==> src/rtl/button_pulse_sync.sv <==
`default_nettype none
// +--------------------------------------------------------------------------+
// | Module      : button_pulse_sync                                          |
// | Description : Multi-channel push-button conditioner. Each channel has a  |
// |               metastability synchronizer, a consecutive-sample debounce  |
// |               filter, a one-cycle press pulse and a debounced level.     |
// |               Channels re-arm after a debounced release (REARM=1), or    |
// |               lock after their first pulse until reset (REARM=0).        |
// | Revision    : 1.0 - initial multi-channel release                        |
// +--------------------------------------------------------------------------+
module button_pulse_sync #(
  parameter int NUM_CH          = 4,
  parameter int SYNC_STAGES     = 2,
  parameter int DEBOUNCE_CYCLES = 16,
  parameter bit ACTIVE_LOW      = 1'b1,
  parameter bit REARM           = 1'b1
) (
  input  logic              clk,
  input  logic              rst,
  input  logic [NUM_CH-1:0] btn_async,
  output logic [NUM_CH-1:0] btn_pulse,
  output logic [NUM_CH-1:0] btn_level,
  output logic              any_pulse
);

  localparam int               CNT_W    = $clog2(DEBOUNCE_CYCLES + 1);
  localparam logic [CNT_W-1:0] CNT_MAX  = CNT_W'(DEBOUNCE_CYCLES);
  localparam logic [CNT_W-1:0] CNT_ONE  = CNT_W'(1);
  // Raw input level that means "not pressed"; synchronizers reset to it so
  // that no phantom press appears after reset.
  localparam logic             IDLE_RAW = ACTIVE_LOW;

  typedef enum logic [2:0] {
    ST_IDLE     = 3'd0,
    ST_PRESS_DB = 3'd1,
    ST_PULSE    = 3'd2,
    ST_HELD     = 3'd3,
    ST_REL_DB   = 3'd4,
    ST_LOCKED   = 3'd5
  } state_t;

  // Next-cycle output values per channel; registered together below so the
  // outputs come straight from flops and any_pulse lines up with btn_pulse.
  logic [NUM_CH-1:0] pulse_nxt;
  logic [NUM_CH-1:0] level_nxt;

  for (genvar g = 0; g < NUM_CH; g++) begin : g_ch
    logic [SYNC_STAGES-1:0] sync_q;
    logic                   pressed;
    state_t                 state_q;
    state_t                 state_d;
    logic [CNT_W-1:0]       cnt_q;
    logic [CNT_W-1:0]       cnt_d;

    // Shift the raw asynchronous input through the synchronizer chain.
    always_ff @(posedge clk or posedge rst) begin
      if (rst) begin
        sync_q <= {SYNC_STAGES{IDLE_RAW}};
      end else begin
        sync_q <= {sync_q[SYNC_STAGES-2:0], btn_async[g]};
      end
    end

    assign pressed = sync_q[SYNC_STAGES-1] ^ ACTIVE_LOW;

    // Debounce FSM state and stable-sample counter.
    always_ff @(posedge clk or posedge rst) begin
      if (rst) begin
        state_q <= ST_IDLE;
        cnt_q   <= '0;
      end else begin
        state_q <= state_d;
        cnt_q   <= cnt_d;
      end
    end

    // Next-state logic: a press or release is accepted only after the
    // counter has seen DEBOUNCE_CYCLES further agreeing samples.
    always_comb begin
      state_d = state_q;
      cnt_d   = cnt_q;
      unique case (state_q)
        ST_IDLE: begin
          if (pressed) begin
            state_d = ST_PRESS_DB;
            cnt_d   = CNT_ONE;
          end else begin
            cnt_d   = '0;
          end
        end
        ST_PRESS_DB: begin
          if (!pressed) begin
            state_d = ST_IDLE;
            cnt_d   = '0;
          end else if (cnt_q == CNT_MAX) begin
            state_d = ST_PULSE;
            cnt_d   = '0;
          end else begin
            cnt_d   = cnt_q + CNT_ONE;
          end
        end
        ST_PULSE: begin
          state_d = REARM ? ST_HELD : ST_LOCKED;
          cnt_d   = '0;
        end
        ST_HELD: begin
          if (!pressed) begin
            state_d = ST_REL_DB;
            cnt_d   = CNT_ONE;
          end else begin
            cnt_d   = '0;
          end
        end
        ST_REL_DB: begin
          if (pressed) begin
            state_d = ST_HELD;
            cnt_d   = '0;
          end else if (cnt_q == CNT_MAX) begin
            state_d = ST_IDLE;
            cnt_d   = '0;
          end else begin
            cnt_d   = cnt_q + CNT_ONE;
          end
        end
        ST_LOCKED: begin
          state_d = ST_LOCKED;
          cnt_d   = '0;
        end
        default: begin
          state_d = ST_IDLE;
          cnt_d   = '0;
        end
      endcase
    end

    assign pulse_nxt[g] = (state_d == ST_PULSE);
    assign level_nxt[g] = (state_d == ST_PULSE) || (state_d == ST_HELD) ||
                          (state_d == ST_REL_DB);

`ifndef SYNTHESIS
    // The counter is cleared on every exit path, so it never passes its limit.
    a_cnt_bound: assert property (@(posedge clk) disable iff (rst) cnt_q <= CNT_MAX);
`endif
  end

  // Register the decoded outputs alongside the state registers.
  always_ff @(posedge clk or posedge rst) begin
    if (rst) begin
      btn_pulse <= '0;
      btn_level <= '0;
      any_pulse <= 1'b0;
    end else begin
      btn_pulse <= pulse_nxt;
      btn_level <= level_nxt;
      any_pulse <= |pulse_nxt;
    end
  end

endmodule
`default_nettype wire

==> config.mk <==
export PLATFORM = sky130hd
export DESIGN_NAME = button_pulse_sync
export DESIGN_NICKNAME = d
export VERILOG_FILES = /design/src/rtl/button_pulse_sync.sv
export SDC_FILE = /design/constraint.sdc
export NUM_CORES = 1
export LEC_CHECK = 0
export ABC_AREA = 1
export BUFFER_PORTS_ARGS = -buffer_cell sky130_fd_sc_hd__buf_2
export CORE_MARGIN = 2
export CORE_UTILIZATION = 53
export CTS_CLUSTER_SIZE = 25
export DETAILED_ROUTE_END_ITERATION = 10
export PLACE_DENSITY = 0.71
export SYNTH_ARGS = -nofsm -noshare
export SYNTH_HDL_FRONTEND = slang
export SYNTH_SLANG_ARGS = --single-unit
==> constraint.sdc <==
create_clock -name clk -period 1.2 [get_ports clk]
set_input_delay 0.06 -clock clk [delete_from_list [all_inputs] [get_ports clk]]
set_output_delay 0.06 -clock clk [all_outputs]
set_load 0.005 [all_outputs]
* After elaboration in Yosys (flattened, before gate mapping)
Index checks and enable logic that the tools add are counted.
** Storage, ports and cells
- Register bits after elaboration :: 49
- Output and inout bits :: 9
- Bits in latches :: 0
- Word-level logic and storage cells :: 120
- Bits in writable memories :: 0
- Bits in read-only memories :: 0
- Memories kept :: 0
** Cells by class
- Multiply operators :: 0
- Order comparisons :: 0
- Multiplexer cells :: 52
- Divide/modulo/power cells :: 0
- Shift operators :: 0
- Add/subtract/negate cells :: 4
- Bitwise gates (word level) :: 0
- Equality and inequality tests :: 36
- Reduce and logical (&&, ||, !) cells :: 13
** Operators with widths (number)
- one-hot mux 5 bit (4 select lines) :: 4
- two-way mux 3 bit :: 24
- one-hot mux 3 bit (6 select lines) :: 4
- two-way mux 5 bit :: 12
- equality test 3 x 2 -> 1 bit, second input constant :: 16
- equality test 3 bit, second input constant :: 12
- adder 5 x 1 -> 5 bit, second input constant :: 4
- equality test 5 bit, second input constant :: 4
- equality test 3 x 1 -> 1 bit, second input constant :: 4
- logical NOT 3 bit :: 4
- logical OR 1 bit :: 8
- two-way mux 1 bit :: 8
- OR reduction 4 bit :: 1

* Longest topological paths before layout
- Word-level depth :: 7
- Depth in mapped cells :: 9
- Mapped depth without buffers :: 9

* Worst setup path after synthesis
OpenSTA, ideal clock, no wires.
- Path type :: register to register
- From :: reg g_ch[2].cnt_q[0]
- To :: reg g_ch[2].cnt_q[0]
- Required time :: 1076 ps
- Buffers on the path :: 0
- Library setup time :: 124 ps
- Arrival time :: 1103 ps
- Setup slack :: -27 ps
- Cell stages (with the launch flop) :: 8
- Path through :: dfrtp_1 inv_1 ha_1 nand2_1 nor2_1 inv_2 a21oi_2 o21ai_1
** On the way
- Word-level cells in the longest chain between the ends :: 4
- Elaborated cells on any way between the ends :: 6
- Classes of those cells :: 1 x add/sub; 1 x eq/ne; 4 x mux
** Ends and longest elaborated chain
- from (decl) :: line 52 : logic [CNT_W-1:0] cnt_q;
- from (signal assigned) :: line 73 : cnt_q <= cnt_d;
- adder 5 x 1 -> 5 bit / equality test 5 bit (equally long branches)
- two-way mux 5 bit (*) :: line 95, 118
- two-way mux 5 bit, on equally long branches :: line 115, 92
- one-hot mux 5 bit (4 select lines) (*) :: line 82 : unique case (state_q)
- named net g_ch[2].cnt_d[0] :: line 53 : logic [CNT_W-1:0] cnt_d;
Mark *: on every way through the listed nets, which the timed path passes. The rest lies on a longest branch.

* Final worst setup path
- From :: reg g_ch[1].sync_q[1]
- To :: reg g_ch[1].cnt_q[1]
** On the way
- Word-level cells in the longest chain between the ends :: 2
- Elaborated cells on any way between the ends :: 3
- Classes of those cells :: 3 x mux
** Ends and longest elaborated chain
- from (decl) :: line 48 : logic [SYNC_STAGES-1:0] sync_q;
- from (signal assigned) :: line 58 : sync_q <= {SYNC_STAGES{IDLE_RAW}};
- from (signal assigned) :: line 60 : sync_q <= {sync_q[SYNC_STAGES-2:0], btn_async[g]};
- two-way mux 5 bit, on equally long branches :: line 115, 92
- one-hot mux 5 bit (4 select lines) (*) :: line 82
- named net g_ch[1].cnt_d[1] :: line 53
- to (signal assigned) :: line 73
- to (decl) :: line 52
Marked as above.

==> impl_metrics.tcl <==
set metrics [dict create \
    yosysTopAreaCellShare_pct 44.8 \
    clockBufferDepth 2 \
    drc 0 \
    crit_arrival_ns 1.45 \
    firstDrtPassIters 4 \
    viasPerCell 5.03 \
    layout-drive-gt1-share_pct 41.4 \
    synth_cell_type_count 29 \
    grt_setup_unrepaired "true" \
    hold_viol 0 \
    synthCells 253 \
    core_area_um2 4090 \
    maxSlewViolCount 0 \
    grt_max_degree 50 \
    grt_overflow 0 \
    start_util_pct 56.1 \
    cts.sinks 49 \
    fillers 289 \
    drv_cap 0 \
    fp-row-count 23 \
    cts_tree "yes" \
    port_buffers 14 \
    pwr-share-comb_pct 13.9 \
    synth-main-ff-cell "dfrtp_1" \
    slew_headroom_pct 82.3 \
    startpoint_type "register" \
    finalCritPeriodShare_pct 102 \
    holdCritPathClass "primary input to async pin" \
    finalSetupViolCount 8 \
    die_area_um2 4870 \
    first_global_vias 1739 \
    placed_cell_area_um2 2580 \
    nNetsFinal 315 \
    finalClockSkew_ns 0.00504 \
    end_kind "register" \
    violations "setup timing" \
    worstMarginPinSlew_ns 0.266 \
    path_cells "mux2i_2 > nand3_2 > nor2_2" \
    cp.required_ns 1.43 \
    ys_seq_area_share_pct 53.9 \
    dieHeight_um 69.8 \
    fmax_mhz 816 \
    yosysTopAreaCell "dfrtp_1" \
    htreeDepth 2 \
    powerDensity_nw_per_um2 1160 \
    finalInstanceArea_um2 3010 \
    internal_power_mw 2.63 \
    crit_type "register to register" \
    synth_area_um2 2290 \
    cts_root_buf "clkbuf_8" \
    avgSynthCellArea_um2 9.06 \
    clockPowerShare_pct 34.6 \
    p_switching_mw 0.857 \
    gp_congestion 0.874 \
    synth_common_cells "dfrtp_1, nor2_1, nand3_1" \
    grt_antenna_before_repair 0 \
    syn_to_final_growth_pct 31.2 \
    cts.clk_slew.worst_paths_ns 0.08 \
    layoutNonFillerInstCount 352 \
    grt_pass1_wl_um 7250 \
    dp_hpwl_um 2850 \
    routed_wl_um 4450 \
    ys_ff_latch 49 \
    peakVddDrop_uv 782 \
    critPathMaxStageDelay_ns 0.61 \
    crit_path_top_delay_cell "dfstp_2" \
    vias 1771 \
    wl_per_cell_um 12.6 \
    synth_nets 267 \
    p_leak_nw 1.49 \
    period_minus_slack_ns 1.23 \
    ioPinCount 15 \
    ys_warn_count 0 \
    path_max_fanout 6 \
    setup_slack_ns -0.0260 \
    grt_use_total_pct 18.6 \
    dp.cells 335 \
    async_reset_ff_share_pct 100 \
    dieWidth_um 69.8 \
    clk_latency_ns 0.30 \
    diodes 0 \
    swShare_pct 24.6 \
    first_iter_violations 84 \
    synthTopCellsByArea "dfrtp_1, dfstp_2, nand3_1" \
    ant_nets 0 \
    seqPwrFrac_pct 51.5 \
    synth_edf_count 0 \
    finalPower_mw 3.49 \
    timing.hold.ws_ns 0.346 \
    cts_buffers 5 \
    outcome "finished, violations left" \
    synth.most_common_cell "dfrtp_1" \
]
-- layout by cell type (no fill, tap or decap), types with 2 or more instances in the layout --
cell type      instances
nor3_2                 2
dlygate4sd3_1          5
clkbuf_8               6
ha_2                   3
nand2_2                8
nor2_1                26
buf_4                 19
o21ai_2                2
buf_6                  2
o21ai_1                3
nand4_1                5
buf_2                 14
dfstp_2                8
inv_2                 13
nor2_4                10
ha_1                   4
a21oi_1                2
xor2_1                 8
nand3_1               23
dfrtp_2                2
nor2_2                11
inv_1                 24
dfrtp_1               39
nand2_1               27
xnor2_1                4
clkinv_1               2
a21oi_4                2
nand3_2               13
-- power by group through the flow --
stage          registers [mW]  clock network (mW)  logic (mW)
2_1_floorplan            1.81                   0       0.251
3_3_place_gp             1.81                   0       0.387
3_5_place_dp             1.81                   0       0.392
4_1_cts                  1.79                1.23       0.423
5_1_grt                  1.81                1.30       0.548
6_report                 1.80                1.21       0.485
-- layout make-up --
| class | instances | area [um2] | area share [%] |
|---|---|---|---|
| flip-flops and latches | 49 | 1240 | 41.2 |
| multi-input cells | 163 | 1120 | 37.4 |
| clock buffers | 7 | 86.3 | 2.87 |
| clock inverters | 1 | 30.0 | 0.999 |
| inverters | 41 | 160 | 5.33 |
| repair buffers | 41 | 305 | 10.2 |
| well taps | 50 | 62.6 | 2.08 |
-- final timing paths --
path	slack, ns	start	cells past startpoint	end
worst min-delay path	0.35	rst	4	g_ch[3].state_q[2]
worst min register to register	0.36	g_ch[0].sync_q[0]	0	g_ch[0].sync_q[1]
min in group clk	0.36	g_ch[0].sync_q[0]	0	g_ch[0].sync_q[1]
worst max register to register	-0.03	g_ch[1].sync_q[1]	3	g_ch[1].cnt_q[1]
max in group asynchronous	0.55	rst	4	g_ch[1].sync_q[0]
worst max-delay path	-0.03	g_ch[1].sync_q[1]	3	g_ch[1].cnt_q[1]
-- worst max-delay path, delay by kind of cell, from the launching register on --
family,cells,cell delay (ns)
flip-flops,1,0.61
AND/OR/NAND/NOR,2,0.29
multiplexers,1,0.25
-- logic make-up (layout without fill, tap and decap cells) --
kind of cell / after synthesis / after routing / share of synthesized area [%]
and+or+nand+nor: 128 / 128 / 25.7
DFF: 49 / 49 / 53.9
buffers and inverters: 41 / 90 / 6.71
AOI/OAI and AO/OA: 14 / 14 / 4.09
xor gates and xnor gates: 12 / 12 / 4.59
adders and majority gates: 8 / 8 / 4.37
muxes: 1 / 1 / 0.600
-- timing repair --
action / 4_1_cts / 5_1_grt
resized for setup: 17 / 46
setup buffers: 0 / 4
hold endpoints to repair: 45 / 0
pin swaps: 5 / 14
setup endpoints to repair: 13 / 30
hold buffers: 5 / 0
-- metal layers --
layer  routed length [um]  part of all wire (%)  vias to the layer above  GRT usage [%]
met5                    0                     0                        -              0
met1                 1910                    43                      854           22.5
li1                     -                     -                      893              -
met4                   80                   1.8                        0           7.91
met2                 2360                    53                       17           31.9
met3                  103                   2.3                        7           4.22
-- flip-flops by register name, summed over array words and instances, names as in the netlist --
signal        flops
g_ch.state_q     12
g_ch.cnt_q       20
btn_level         4
any_pulse         1
btn_pulse         4
g_ch.sync_q       8
-- stage by stage --
| step | worst slack, ns | setup TNS (ns) | util (%) |
|---|---|---|---|
| after detailed placement | -0.0683 | -0.481 | 63.1 |
| after floorplan | 0.00758 | 0 | - |
| after global routing | -0.115 | -1.43 | 73.6 |
| after CTS | -0.0197 | -0.0238 | 68.7 |
| after global placement | -0.0256 | -0.117 | 63.1 |
| final | -0.0260 | -0.0859 | 73.6 |
(Power assumes the default switching activity.)
